[config.mk]
export PLATFORM = sky130hd
export DESIGN_NAME = perceptron_trainer
export DESIGN_NICKNAME = d
export VERILOG_FILES = /design/src/rtl/ptrain_pkg.sv /design/src/rtl/ptrain_mac.sv /design/src/rtl/perceptron_trainer.sv
export SDC_FILE = /design/constraint.sdc
export NUM_CORES = 1
export LEC_CHECK = 0
export ABC_AREA = 1
export BUFFER_PORTS_ARGS = -buffer_cell sky130_fd_sc_hd__buf_4
export CAP_MARGIN = 20
export CELL_PAD_IN_SITES_DETAIL_PLACEMENT = 1
export CELL_PAD_IN_SITES_GLOBAL_PLACEMENT = 2
export CORE_MARGIN = 8
export CORE_UTILIZATION = 31
export CTS_BUF_LIST = sky130_fd_sc_hd__clkbuf_8
export CTS_CLUSTER_SIZE = 20
export DETAILED_ROUTE_END_ITERATION = 10
export GPL_TIMING_DRIVEN = 0
export PLACE_DENSITY_LB_ADDON = 0.1
export SKIP_CTS_REPAIR_TIMING = 1
export SYNTH_ARGS = -nofsm -noshare
export SYNTH_HDL_FRONTEND = slang
export SYNTH_SLANG_ARGS = --single-unit
[constraint.sdc]
create_clock -name clk -period 5.96 [get_ports clk]
set_clock_uncertainty 0.2 [all_clocks]
set_input_delay 0.298 -clock clk [delete_from_list [all_inputs] [get_ports clk]]
set_output_delay 0.298 -clock clk [all_outputs]
set_load 0.01 [all_outputs]
[src/rtl/ptrain_pkg.sv]
// Shared types and helpers for the perceptron training engine: FSM state
// encoding, saturating add and the accumulator sizing rule.
package ptrain_pkg;

    typedef enum logic [2:0] {
        S_IDLE      = 3'd0,
        S_INIT      = 3'd1,
        S_REQ       = 3'd2,
        S_MAC       = 3'd3,
        S_EVAL      = 3'd4,
        S_UPDATE    = 3'd5,
        S_EPOCH_END = 3'd6
    } ptrain_state_e;

    // Add two signed values and clamp the sum to a dw-bit signed range.
    function automatic int sat_dw(input int a, input int b, input int dw);
        int sum_v;
        int hi_v;
        int lo_v;
        sum_v = a + b;
        hi_v  = (32'sd1 <<< (dw - 1)) - 32'sd1;
        lo_v  = -hi_v - 32'sd1;
        if (sum_v > hi_v) begin
            return hi_v;
        end else if (sum_v < lo_v) begin
            return lo_v;
        end else begin
            return sum_v;
        end
    endfunction

    // Smallest accumulator that cannot overflow over n_in products plus bias.
    function automatic int min_acc_width(input int dw, input int n_in);
        return 2 * dw + $clog2(n_in + 1);
    endfunction

endpackage

[src/rtl/ptrain_mac.sv]
// Sequential multiply-accumulate: one x[k]*w[k] product per step, accumulator
// preloaded with the sign-extended bias on clear.
module ptrain_mac #(
    parameter int N_IN = 2,
    parameter int DW   = 8,
    parameter int AW   = 20
) (
    input  logic                 clk,
    input  logic                 rst,
    input  logic                 clear,
    input  logic                 step,
    input  logic [N_IN*DW-1:0]   x,
    input  logic [N_IN*DW-1:0]   w,
    input  logic [DW-1:0]        bias,
    output logic                 acc_neg,
    output logic                 last_idx
);
    localparam int IW = (N_IN > 1) ? $clog2(N_IN) : 1;

    logic [IW-1:0]          idx_r;
    logic signed [AW-1:0]   acc_r;
    logic [DW-1:0]          xk_s;
    logic [DW-1:0]          wk_s;
    logic [2*DW-1:0]        prod_s;

    // Operand select for the current index and full-width signed product.
    always_comb begin
        xk_s = '0;
        wk_s = '0;
        for (int i = 0; i < N_IN; i++) begin
            if (idx_r == IW'(i)) begin
                xk_s = x[i*DW +: DW];
                wk_s = w[i*DW +: DW];
            end else begin
                xk_s = xk_s;
                wk_s = wk_s;
            end
        end
        // Operands are sign-extended to 2*DW so the low half of the product is exact.
        prod_s = {{DW{xk_s[DW-1]}}, xk_s} * {{DW{wk_s[DW-1]}}, wk_s};
    end

    // Index counter and accumulator.
    always_ff @(posedge clk) begin
        if (rst) begin
            idx_r <= '0;
            acc_r <= '0;
        end else if (clear) begin
            idx_r <= '0;
            acc_r <= {{(AW-DW){bias[DW-1]}}, bias};
        end else if (step) begin
            idx_r <= idx_r + IW'(1);
            acc_r <= acc_r + {{(AW-2*DW){prod_s[2*DW-1]}}, prod_s};
        end else begin
            idx_r <= idx_r;
            acc_r <= acc_r;
        end
    end

    assign acc_neg  = acc_r[AW-1];
    assign last_idx = (idx_r == IW'(N_IN - 1));

endmodule

[src/rtl/perceptron_trainer.sv]
// N-input perceptron training engine (FSM + datapath). Optional PTRAIN_WINIT_EN
// adds w_init/b_init ports loaded in INIT instead of clearing to zero.
module perceptron_trainer
    import ptrain_pkg::*;
#(
    parameter int N_IN      = 2,
    parameter int DW        = 8,
    parameter int AW        = 20,
    parameter int MAX_EPOCH = 16,
    parameter int LR_SHIFT  = 0,
    parameter int EW        = 8
) (
    input  logic                 clk,
    input  logic                 rst,
`ifdef PTRAIN_WINIT_EN
    input  logic [N_IN*DW-1:0]   w_init,
    input  logic [DW-1:0]        b_init,
`endif
    input  logic                 start,
    output logic                 sample_req,
    input  logic                 sample_valid,
    input  logic [N_IN*DW-1:0]   sample_x,
    input  logic                 sample_t,
    input  logic                 sample_last,
    output logic                 busy,
    output logic                 done,
    output logic                 converged,
    output logic [EW-1:0]        epoch_cnt,
    output logic [EW-1:0]        err_cnt,
    output logic [N_IN*DW-1:0]   weights,
    output logic [DW-1:0]        bias
);
    localparam int MIN_AW = min_acc_width(DW, N_IN);

    if (AW < MIN_AW) begin : g_aw_check
        $error("perceptron_trainer: AW too small for DW/N_IN");
    end

    ptrain_state_e        state_r, state_nx_s;
    logic [N_IN*DW-1:0]   w_r, w_upd_s, x_r;
    logic [DW-1:0]        b_r, b_upd_s;
    logic                 t_r, last_r;
    logic [EW-1:0]        epoch_r, err_r;
    logic                 done_r, conv_r;
    logic                 mac_clear_s, mac_step_s, acc_neg_s, mac_last_s;
    logic                 mispredict_s, epoch_lim_s;

    ptrain_mac #(.N_IN(N_IN), .DW(DW), .AW(AW)) u_mac (
        .clk      (clk),
        .rst      (rst),
        .clear    (mac_clear_s),
        .step     (mac_step_s),
        .x        (x_r),
        .w        (w_r),
        .bias     (b_r),
        .acc_neg  (acc_neg_s),
        .last_idx (mac_last_s)
    );

    // State register.
    always_ff @(posedge clk) begin
        if (rst) begin
            state_r <= S_IDLE;
        end else begin
            state_r <= state_nx_s;
        end
    end

    // Next-state decode and MAC control strobes.
    always_comb begin
        state_nx_s   = state_r;
        mac_clear_s  = 1'b0;
        mac_step_s   = 1'b0;
        // acc<0 means y=-1, so a mismatch is exactly acc_neg == t.
        mispredict_s = (acc_neg_s == t_r);
        epoch_lim_s  = ((epoch_r + EW'(1)) == EW'(MAX_EPOCH));
        case (state_r)
            S_IDLE: begin
                if (start) begin
                    state_nx_s = S_INIT;
                end else begin
                    state_nx_s = S_IDLE;
                end
            end
            S_INIT: state_nx_s = S_REQ;
            S_REQ: begin
                if (sample_valid) begin
                    mac_clear_s = 1'b1;
                    state_nx_s  = S_MAC;
                end else begin
                    state_nx_s  = S_REQ;
                end
            end
            S_MAC: begin
                mac_step_s = 1'b1;
                if (mac_last_s) begin
                    state_nx_s = S_EVAL;
                end else begin
                    state_nx_s = S_MAC;
                end
            end
            S_EVAL: begin
                if (mispredict_s) begin
                    state_nx_s = S_UPDATE;
                end else if (last_r) begin
                    state_nx_s = S_EPOCH_END;
                end else begin
                    state_nx_s = S_REQ;
                end
            end
            S_UPDATE: begin
                if (last_r) begin
                    state_nx_s = S_EPOCH_END;
                end else begin
                    state_nx_s = S_REQ;
                end
            end
            S_EPOCH_END: begin
                if ((err_r == '0) || epoch_lim_s) begin
                    state_nx_s = S_IDLE;
                end else begin
                    state_nx_s = S_REQ;
                end
            end
            default: state_nx_s = S_IDLE;
        endcase
    end

    // Saturating perceptron update of every weight and the bias.
    always_comb begin
        int d_v;
        int s_v;
        w_upd_s = '0;
        for (int i = 0; i < N_IN; i++) begin
            d_v = int'($signed(x_r[i*DW +: DW])) >>> LR_SHIFT;
            if (!t_r) begin
                d_v = -d_v;
            end else begin
                d_v = d_v;
            end
            s_v = sat_dw(int'($signed(w_r[i*DW +: DW])), d_v, DW);
            w_upd_s[i*DW +: DW] = s_v[DW-1:0];
        end
        s_v = sat_dw(int'($signed(b_r)), t_r ? 32'sd1 : -32'sd1, DW);
        b_upd_s = s_v[DW-1:0];
    end

    // Datapath registers: sample latch, weights, counters and status flags.
    always_ff @(posedge clk) begin
        if (rst) begin
            w_r     <= '0;
            b_r     <= '0;
            x_r     <= '0;
            t_r     <= 1'b0;
            last_r  <= 1'b0;
            epoch_r <= '0;
            err_r   <= '0;
            done_r  <= 1'b0;
            conv_r  <= 1'b0;
        end else begin
            done_r <= 1'b0;
            case (state_r)
                S_INIT: begin
`ifdef PTRAIN_WINIT_EN
                    w_r <= w_init;
                    b_r <= b_init;
`else
                    w_r <= '0;
                    b_r <= '0;
`endif
                    epoch_r <= '0;
                    err_r   <= '0;
                    conv_r  <= 1'b0;
                end
                S_REQ: begin
                    if (sample_valid) begin
                        x_r    <= sample_x;
                        t_r    <= sample_t;
                        last_r <= sample_last;
                    end else begin
                        x_r    <= x_r;
                    end
                end
                S_UPDATE: begin
                    w_r <= w_upd_s;
                    b_r <= b_upd_s;
                    if (err_r != {EW{1'b1}}) begin
                        err_r <= err_r + EW'(1);
                    end else begin
                        err_r <= err_r;
                    end
                end
                S_EPOCH_END: begin
                    epoch_r <= epoch_r + EW'(1);
                    if (err_r == '0) begin
                        conv_r <= 1'b1;
                        done_r <= 1'b1;
                    end else if (epoch_lim_s) begin
                        done_r <= 1'b1;
                    end else begin
                        err_r  <= '0;
                    end
                end
                default: begin
                    w_r <= w_r;
                end
            endcase
        end
    end

    assign sample_req = (state_r == S_REQ);
    assign busy       = (state_r != S_IDLE);
    assign done       = done_r;
    assign converged  = conv_r;
    assign epoch_cnt  = epoch_r;
    assign err_cnt    = err_r;
    assign weights    = w_r;
    assign bias       = b_r;

endmodule
==> results.json, run 1 <==
{
  "r2r-end": "u_mac.acc_r[19]$_SDFFE_PP0P_",
  "wl_met2_um": 24300,
  "antenna_found_initial": 0,
  "whs_ns": 0.00161,
  "syn-num-nets": 2503,
  "nets": 2618,
  "layout_min_cycle_time_ns": 6.61,
  "slowest_delay_ns": 0.54,
  "met1Wirelength_um": 24300,
  "drc": 0,
  "core_area_um2": 43000,
  "tritoncts": "done",
  "clk_path_buf_depth": 2,
  "outcome": "finished, violations left",
  "rr_worst_depth": 36,
  "clockPowerShare_pct": 14.6,
  "routed-wl-met3_um": 1700,
  "post-place-ws_ns": -1.53,
  "pwr-share-comb_pct": 63.6,
  "via_per_inst": 4.84,
  "seqPwrFrac_pct": 21.8,
  "tritoncts.num_buffers": 9,
  "layout-drive-gt1-share_pct": 12.2,
  "hold_path_end": "x_r[1]$_SDFFE_PP0P_",
  "regArea_um2": 1700,
  "netlist_area_um2": 13500,
  "areaGrowthSynthToFinish_pct": 17.8,
  "wl_per_cell_um": 17.3,
  "yosysWarnings": 0,
  "synth.distinct_cells": 48,
  "worstSetupStartpointType": "flip-flop",
  "setup.worst_path.end_class": "flip-flop",
  "cp.required_ns": 6.13,
  "slew_headroom_pct": 31.7,
  "reg2reg_slack_ns": -0.65,
  "gp_congestion": 0.858,
  "r2r_start": "u_mac.last_idx$_SDFFE_PP0N_",
  "postSynthAreaPerCell_um2": 5.91,
  "ys_seq_area_share_pct": 12.5,
  "setup_viol": 7,
  "post-route-util_pct": 37.0,
  "cp_num_buf_inv": 9,
  "fillCellCount": 5739,
  "multi_input_area_um2": 10700,
  "drtPass1Iterations": 5,
  "arrival_ns": 6.77,
  "antenna_left": 0,
  "dieArea_um2": 50400,
  "grt_start_max_net_pins": 27,
  "swShare_pct": 52.4,
  "top_layer_used": "met4",
  "async_flop_share_pct": 0,
  "grt.overflow.total": 0,
  "min_path_cells": 3,
  "path_class": "flip-flop to flip-flop",
  "critPathMaxFanout": 8,
  "min_path_type": "input port to flip-flop",
  "max_freq_mhz": 151,
  "startpoint": "u_mac.last_idx$_SDFFE_PP0N_",
  "diodes": 0,
  "internal_power_mw": 1.33,
  "grt_pass1_vias": 14700,
  "start_util_pct": 31.4,
  "slowest_stage": "fa_1",
  "port_buffers": 65,
  "violations": "setup timing",
  "row_count": 76,
  "path_clk_slew_ns": 0.12,
  "hpwl_um": 44100,
  "insertion_delay_ns": 0.43,
  "cap_viol_max_count": 0,
  "drv_slew": 0,
  "ys_ff_latch": 84,
  "tightest_slew_ns": 1.02,
  "h-tree-depth": 3,
  "crit_family": "adder cells",
  "setup_slack_ns": -0.646,
  "max-vdd-ir-drop_mv": 0.0796,
  "track_usage_pct": 20.2,
  "num_io_pins": 66,
  "drt_iter0_drc": 580,
  "die_h_um": 225,
  "min_from": "sample_x[1]",
  "die_w_um": 225,
  "p_per_area_nw_per_um2": 176,
  "rsz0062_at_grt": "yes",
  "synthFlopType": "dfxtp_1",
  "p_leak_nw": 8.38,
  "hold_viol": 0,
  "syn_inst": 2279,
  "cts-root-buf": "clkbuf_8",
  "fin_crit_sh_pct": 111,
  "vias": 14500,
  "p_switching_mw": 1.47,
  "grt_first_pass_wirelength_um": 80500,
  "synth-edff-count": 0,
  "routed_wl_um": 51800,
  "cts_sinks": 84
}
final cells by class:
class                   count  share of cell area, %
inverters                 418                   9.93
well taps                 585                   4.61
repair buffers            105                   5.39
multi-input cells        1746                   67.2
clock inverters             6                  0.299
clock buffers               9                  0.780
flip-flops and latches     84                   10.7
plain buffers              30                   1.13
worst max path at each step:
stage / depth (start not counted) / end
final: 36 / u_mac.acc_r[19]$_SDFFE_PP0P_
after global placement: 34 / u_mac.acc_r[19]$_SDFFE_PP0P_
after floorplan: 34 / u_mac.acc_r[19]$_SDFFE_PP0P_
after global routing: 36 / u_mac.acc_r[19]$_SDFFE_PP0P_
after detailed placement: 35 / u_mac.acc_r[19]$_SDFFE_PP0P_
after CTS: 34 / u_mac.acc_r[19]$_SDFFE_PP0P_
through the flow:
| stage | instance area (um2) | power [mW] | std cells | setup TNS, ns |
|---|---|---|---|---|
| 3_3_place_gp | 14900 | 2.33 | 2929 | -12.32 |
| 5_1_grt | 15900 | 3.08 | 2983 | -6.21 |
| 2_1_floorplan | 13700 | 1.83 | 2279 | -0.264 |
| 6_report | 15900 | 2.80 | 2983 | -3.25 |
| 3_5_place_dp | 14900 | 2.35 | 2929 | -7.99 |
| 4_1_cts | 15100 | 2.78 | 2944 | -8.40 |
power by group through the flow:
stage	clock network (mW)	logic [mW]	registers, mW
detailed placement	0	1.73	0.620
finish	0.409	1.78	0.611
floorplan	0	1.22	0.612
global placement	0	1.71	0.619
global route	0.444	2.02	0.613
CTS	0.429	1.74	0.607
logic make-up after synthesis:
kind of cell             count (synthesis)  synth area share [%]
multiplexers                             3                 0.223
AND/OR/NAND/NOR                       1231                  38.3
AO/OA/AOI/OAI                          260                  10.6
flip-flops                              84                  12.5
adder cells (fa/ha/maj)                202                  22.6
XOR/XNOR                                50                  3.25
buffers and inverters                  449                  12.5
metal layers:
layer / track usage [%] / vias up
li1: - / 7331
met1: 26.5 / 6901
met2: 34.3 / 159
met3: 2.61 / 59
met4: 6.10 / 0
met5: 0 / -
tightest hold or removal path: stages:
cell	delay, ns
buf_4	0.09
o21ai_0	0.08
a21oi_1	0.11
synthesized netlist by cell type, types with 10 or more instances:
library cell,count,area [um2]
inv_2,15,56.3
nand3b_1,13,97.6
nand3_1,107,536
nor2_1,245,920
nor2_2,14,87.6
nand2_1,729,2740
nand4_1,33,206
a21oi_2,10,87.6
xor2_1,31,272
a31oi_1,14,87.6
or2_2,17,106
xnor2_1,19,166
o21ai_1,15,75.1
a21oi_1,136,681
and2_1,12,75.1
clkbuf_1,26,97.6
dfxtp_1,84,1680
nor3_1,20,100
fa_1,69,1380
o21ai_0,58,290
nand2_2,16,100
ha_1,133,1660
inv_1,398,1490
sequential cells by signal, summed over array words and instances (netlist names):
name            cells
err_cnt             8
t_r                 1
epoch_cnt           8
state_r             3
weights            16
converged           1
u_mac.last_idx      1
last_r              1
bias                8
x_r                16
u_mac.acc_r        20
done                1
layout by cell type, fill, tap and decap left out, types with 7 or more instances in the layout:
cell type  instances
nand2_1          722
inv_1            386
nor2_1           236
a21oi_1          129
ha_1             119
nand3_1          104
buf_4             95
dfxtp_1           78
fa_1              67
o21ai_0           56
nand4_1           33
xor2_1            30
inv_2             24
nand2_2           23
clkbuf_1          21
nor2_2            21
nor3_1            18
xnor2_1           18
a31oi_1           14
a21oi_2           14
ha_4              14
o21ai_4           13
nand3b_1          13
or2_2             10
and2_1            10
clkbuf_8           9
or2_4              7
nor4_1             7
nand3_2            7
No activity file was read; power rests on OpenSTA's default activity.
==> inputs of run 2 (changes only) <==
Settings changed: CORE_ASPECT_RATIO set to 1.75.
==> run 2 against run 1 <==
Net effect:
- the run ends with hold timing, setup timing left
- sequential power is essentially flat
- wire length increased by 13%
- clock-buffer cell count increased by 2
- die area rose by 0.52%
- sequential share of layout area decreased by 0.15 points
- hold slack worse by 0.0094 ns
- core utilization is 0.25 points higher
- cell count down 0.57%
- combinational power is 7% higher
- global-route usage rose by 2.3 points
- via count is 1.7% higher
- final area grew 1.2%
- critical path type unchanged
==> results.json, run 2 (synthesis gave the netlist of run 1 again) <==
{
  "cap_viol_max_count": 0,
  "p_switching_mw": 1.59,
  "internal_power_mw": 1.41,
  "reg2reg_slack_ns": -0.75,
  "fin_crit_sh_pct": 113,
  "min_path_cells": 3,
  "cts_sinks": 84,
  "layout-drive-gt1-share_pct": 13.9,
  "arrival_ns": 6.78,
  "grt_first_pass_wirelength_um": 88300,
  "h-tree-depth": 3,
  "grt_pass1_vias": 15900,
  "rsz0062_at_grt": "yes",
  "vias": 14700,
  "max_freq_mhz": 149,
  "clk_path_buf_depth": 2,
  "track_usage_pct": 22.5,
  "setup_slack_ns": -0.747,
  "worstSetupStartpointType": "flip-flop",
  "max-vdd-ir-drop_mv": 0.0889,
  "drtPass1Iterations": 4,
  "min_path_type": "input port to flip-flop",
  "layout_min_cycle_time_ns": 6.71,
  "routed_wl_um": 58500,
  "cp_num_buf_inv": 9,
  "r2r_start": "u_mac.last_idx$_SDFFE_PP0N_",
  "critPathMaxFanout": 8,
  "whs_ns": -0.00780,
  "hpwl_um": 50400,
  "grt.overflow.total": 0,
  "setup_viol": 9,
  "drt_iter0_drc": 487,
  "use_met2_pct": 46.9,
  "post-route-util_pct": 37.2,
  "top_register": "u_mac.acc_r",
  "clockPowerShare_pct": 15.9,
  "path_class": "flip-flop to flip-flop",
  "dieArea_um2": 50700,
  "gp_congestion": 0.935,
  "port_buffers": 65,
  "insertion_delay_ns": 0.40,
  "grt_util_met1_pct": 20.9,
  "tightest_slew_ns": 0.877,
  "die_h_um": 292,
  "violations": "hold timing, setup timing",
  "drv_slew": 0,
  "crit_family": "adder cells",
  "core_area_um2": 43200,
  "largest_reg_flops": 20,
  "final_common_cell": "nand2_1",
  "p_per_area_nw_per_um2": 186,
  "tritoncts": "done",
  "wl_per_cell_um": 19.7,
  "p_leak_nw": 8.41,
  "cts-root-buf": "clkbuf_8",
  "drc": 0,
  "antenna_left": 0,
  "pwr-share-comb_pct": 63.7,
  "use_met3_pct": 1.15,
  "via_per_inst": 4.95,
  "hold_viol": 4,
  "path_clk_slew_ns": 0.11,
  "slowest_stage": "fa_1",
  "start_util_pct": 31.2,
  "diodes": 0,
  "cp.required_ns": 6.03,
  "post-place-ws_ns": -1.70,
  "setup.worst_path.end_class": "flip-flop",
  "grt.busiest_layer": "met2",
  "areaGrowthSynthToFinish_pct": 19.3,
  "layout_common_cells": "nand2_1, inv_1, nor2_1",
  "startpoint": "u_mac.last_idx$_SDFFE_PP0N_",
  "tritoncts.num_buffers": 9,
  "row_count": 101,
  "swShare_pct": 53.0,
  "slowest_delay_ns": 0.54,
  "nets": 2619,
  "die_w_um": 174,
  "hold_path_end": "last_r$_SDFFE_PP0P_",
  "num_io_pins": 66,
  "antenna_found_initial": 0,
  "min_from": "sample_last",
  "grt_start_max_net_pins": 27,
  "rr_worst_depth": 33,
  "slew_headroom_pct": 41.1,
  "seqPwrFrac_pct": 20.4,
  "outcome": "finished, violations left",
  "r2r-end": "u_mac.acc_r[17]$_SDFFE_PP0P_"
}
==> run 2: changes by cell type in the layout (fill, tap and decap cells not counted), moves of 3 or more <==
cell / before / now
ha_4: 14 / 17
nand2_1: 722 / 711
nor2_4: 3 / 6
a21oi_1: 129 / 126
inv_1: 386 / 375
nand2_2: 23 / 33
a21oi_2: 14 / 17
dfxtp_2: 3 / 0
buf_6: 3 / 8
dlygate4sd3_1: 5 / 1
o21ai_0: 56 / 53
ha_1: 119 / 115
inv_2: 24 / 35
dfxtp_1: 78 / 81
==> run 2: worst register-to-register path, delay by kind of cell (launching register included) <==
| family | cells | cell delay [ns] |
|---|---|---|
| AO/OA/AOI/OAI | 10 | 1.33 |
| adder cells (fa/ha/maj) | 6 | 2.59 |
| buffers and inverters | 9 | 0.85 |
| flip-flops | 1 | 0.40 |
| multiplexers | 1 | 0.42 |
| XOR/XNOR | 1 | 0.14 |
| AND/OR/NAND/NOR | 6 | 0.67 |
==> run 2: power by group through the flow <==
stage	clock network, mW	registers, mW	logic (mW)
6_report	0.475	0.611	1.91
5_1_grt	0.504	0.614	2.11
4_1_cts	0.487	0.606	1.86
3_5_place_dp	0	0.619	1.85
3_3_place_gp	0	0.618	1.82
2_1_floorplan	0	0.612	1.22
==> run 2: per-layer routing <==
metal	vias up	wire length (um)
met3	123	762
met2	179	33400
met5	-	0
met4	0	3770
li1	7341	-
met1	7049	20700
==> run 2: final cells by class <==
class	instances	area [um2]
Timing Repair Buffer	105	860
Buffer	31	185
Sequential cell	84	1690
Clock buffer	11	151
Clock inverter	5	60.1
Tap cell	566	708
Inverter	418	1580
Multi-Input combinational cell	1746	10800
Fill cell	5773	27100
==> run 2: worst max path at each step <==
stage,slack (ns),cells past startpoint,end
finish,-0.75,33,u_mac.acc_r[17]$_SDFFE_PP0P_
global route,-1.04,35,u_mac.acc_r[19]$_SDFFE_PP0P_
CTS,-1.74,32,u_mac.acc_r[19]$_SDFFE_PP0P_
detailed placement,-1.70,32,u_mac.acc_r[19]$_SDFFE_PP0P_
global placement,-1.64,32,u_mac.acc_r[19]$_SDFFE_PP0P_
floorplan,-0.19,34,u_mac.acc_r[19]$_SDFFE_PP0P_
==> run 2: metrics by stage <==
stage                     cells  power, mW  setup TNS [ns]  hold WS [ns]  instance area, um2
after floorplan            2279       1.83          -0.264         0.255               13700
after global placement     2910       2.44          -23.58         0.266               14900
after detailed placement   2910       2.47          -11.54         0.275               14900
after CTS                  2926       2.95          -12.32       -0.0250               15100
after global routing       2966       3.23           -7.24        0.0116               16100
final                      2966       2.99           -4.41      -0.00780               16100
==> inputs of run 3 (changes only) <==
Settings changed: SYNTH_HIERARCHICAL set to 1.
==> run 3 against run 2 <==
Net effect:
- global-route usage fell by 0.85 points
- sequential cell count did not move
- wire length fell by 1.7%
- via count rose by 2.7%
- largest cell class unchanged
- highest routed layer unchanged
- critical path depth rose by 3
- the flow finishes with violations (setup timing)
==> results.json, run 3 <==
{
  "layout_min_cycle_time_ns": 6.32,
  "slew_headroom_pct": 33.8,
  "power_mw": 2.83,
  "violations": "setup timing",
  "tightest_slew_ns": 0.986,
  "yosysWarnings": 6,
  "gp_congestion": 0.922,
  "grt.overflow.total": 0,
  "critPathMaxFanout": 6,
  "layout_common_cells": "nand2_1, inv_1, nor2_1",
  "h-tree-depth": 3,
  "dieArea_um2": 51700,
  "areaGrowthSynthToFinish_pct": 19.2,
  "reg2reg_slack_ns": -0.36,
  "cp.required_ns": 6.09,
  "diodes": 0,
  "syn_inst": 2353,
  "antenna_left": 0,
  "grt_pass1_vias": 15900,
  "arrival_ns": 6.45,
  "cap_viol_max_count": 0,
  "grt_start_max_net_pins": 27,
  "synth_compound_area_share_pct": 10.3,
  "synth-simple-area-share_pct": 38.4,
  "die_w_um": 175,
  "largest_reg_flops": 20,
  "synth.area.top_cells": "nand2_1, dfxtp_1, ha_1",
  "slowest_delay_ns": 0.54,
  "synth.distinct_cells": 48,
  "routed_wl_um": 57500,
  "insertion_delay_ns": 0.40,
  "drc": 0,
  "path_class": "flip-flop to flip-flop",
  "synth_mux_area_share_pct": 0.436,
  "top_layer_used": "met4",
  "routed-wl-met3_um": 704,
  "post-place-ws_ns": -1.49,
  "async_flop_share_pct": 0,
  "fin_crit_sh_pct": 106,
  "nets": 2693,
  "setup.worst_path.end_class": "flip-flop",
  "rsz0062_at_grt": "yes",
  "cts-root-buf": "clkbuf_8",
  "syn-num-nets": 2577,
  "final_common_cell": "nand2_1",
  "ys_seq_area_share_pct": 12.2,
  "synthAdderAreaFrac_pct": 22.1,
  "synth_commonest_cells": "nand2_1, inv_1, nor2_1",
  "min_path_type": "input port to flip-flop",
  "die_h_um": 295,
  "tritoncts.num_buffers": 9,
  "drtPass1Iterations": 4,
  "setup_slack_ns": -0.361,
  "worstSetupStartpointType": "flip-flop",
  "netlist_area_um2": 13800,
  "setup_viol": 8,
  "met1Wirelength_um": 19500,
  "antenna_found_initial": 0,
  "ys_ff_latch": 84,
  "layout-drive-gt1-share_pct": 12.7,
  "row_count": 102,
  "whs_ns": 0.0125,
  "via_per_inst": 4.95,
  "track_usage_pct": 21.6,
  "p_per_area_nw_per_um2": 172,
  "wl_met2_um": 34500,
  "drt_iter0_drc": 485,
  "tritoncts": "done",
  "hold_viol": 0,
  "top_register": "u_mac/acc_r",
  "max_freq_mhz": 158,
  "start_util_pct": 31.3,
  "yosysTopAreaCell": "nand2_1",
  "port_buffers": 64,
  "synth-xor-area-share_pct": 3.43,
  "grt_first_pass_wirelength_um": 87000,
  "wl_per_cell_um": 18.9,
  "cts_sinks": 84,
  "crit_top_cell": "nand2_1",
  "postSynthAreaPerCell_um2": 5.85,
  "synth_top_family_by_area": "simple AND/OR/NAND/NOR gates",
  "drv_slew": 0,
  "slowest_stage": "fa_1",
  "core_area_um2": 44000,
  "p_leak_nw": 8.72,
  "synth_most_common_cell": "nand2_1",
  "num_io_pins": 66,
  "hpwl_um": 49500,
  "vias": 15100,
  "max-vdd-ir-drop_mv": 0.109,
  "clk_path_buf_depth": 2,
  "path_clk_slew_ns": 0.11,
  "synthFlopType": "dfxtp_1",
  "yosys.area.top_type_share_pct": 21.0,
  "outcome": "finished, violations left",
  "synth-edff-count": 0
}
-- run 3: changes by cell type in the layout (fill, tap and decap cells not counted), sizes merged, moves of 4 or more --
| cell | change |
|---|---|
| nor3 | +12 |
| and2 | -7 |
| clkbuf | -5 |
| inv | +34 |
| nand2 | +39 |
| o21ai | -4 |
| nor2 | +4 |
| nand3 | +5 |
| or2 | -5 |
| xor2 | +7 |
-- run 3: layout make-up --
cell class                 count  area, um2
multi-input combinational   1790      11000
inverter                     449       1690
buffer                        30        171
clock inverter                 7       78.8
timing repair buffer         105        941
sequential                    84       1690
fill                        5927      27600
tap                          572        716
clock buffer                   9        124
-- run 3: critical path, delay by kind of cell, from the launching register on --
kind | cells | cell delay (ns)
AOI/OAI and AO/OA | 6 | 0.93
and+or+nand+nor | 13 | 1.09
adders and majority gates | 6 | 2.63
xor gates and xnor gates | 1 | 0.10
buffers and inverters | 10 | 0.91
DFF | 1 | 0.40
-- run 3: cells by family (layout without fill, tap and decap cells) --
kind of cell               after synthesis  after routing
buffers and inverters                  479            600
xor gates and xnor gates                54             54
muxes                                    6              6
adders and majority gates              202            202
and+or+nand+nor                       1274           1274
AOI/OAI and AO/OA                      254            254
DFF                                     84             84
-- run 3: power by group --
part / switching [mW] / leakage [nW] / internal (mW)
Sequential: 0.0257 / 0.681 / 0.578
Clock: 0.270 / 0.102 / 0.166
Combinational: 1.20 / 7.94 / 0.585
-- run 3: per-stage QoR --
step                      cell area, um2  utilization (%)  cells  TNS, ns
final                              16400             37.3   3046    -1.53
after CTS                          15200             34.5   3006   -12.68
after global placement             15000             34.1   2989   -12.46
after global routing               16400             37.3   3046    -3.86
after detailed placement           15000             34.1   2990   -12.41
after floorplan                    13800                -   2353        0
-- run 3: layer usage --
metal / up-vias / track usage [%]
li1: 7545 / -
met3: 101 / 1.47
met4: 0 / 10.2
met2: 172 / 47.1
met1: 7273 / 19.1
met5: - / 0
-- run 3: path summary, 6_finish.rpt --
kind,from,end,cells after the start
worst max register to register,u_mac/last_idx$_SDFFE_PP0P_,u_mac/acc_r[19]$_SDFFE_PP0P_,36
worst min-delay path,sample_x[0],x_r[0]$_SDFFE_PP0P_,3
worst min register to register,converged$_SDFFE_PP0P_,converged$_SDFFE_PP0P_,2
worst max-delay path,u_mac/last_idx$_SDFFE_PP0P_,u_mac/acc_r[19]$_SDFFE_PP0P_,36
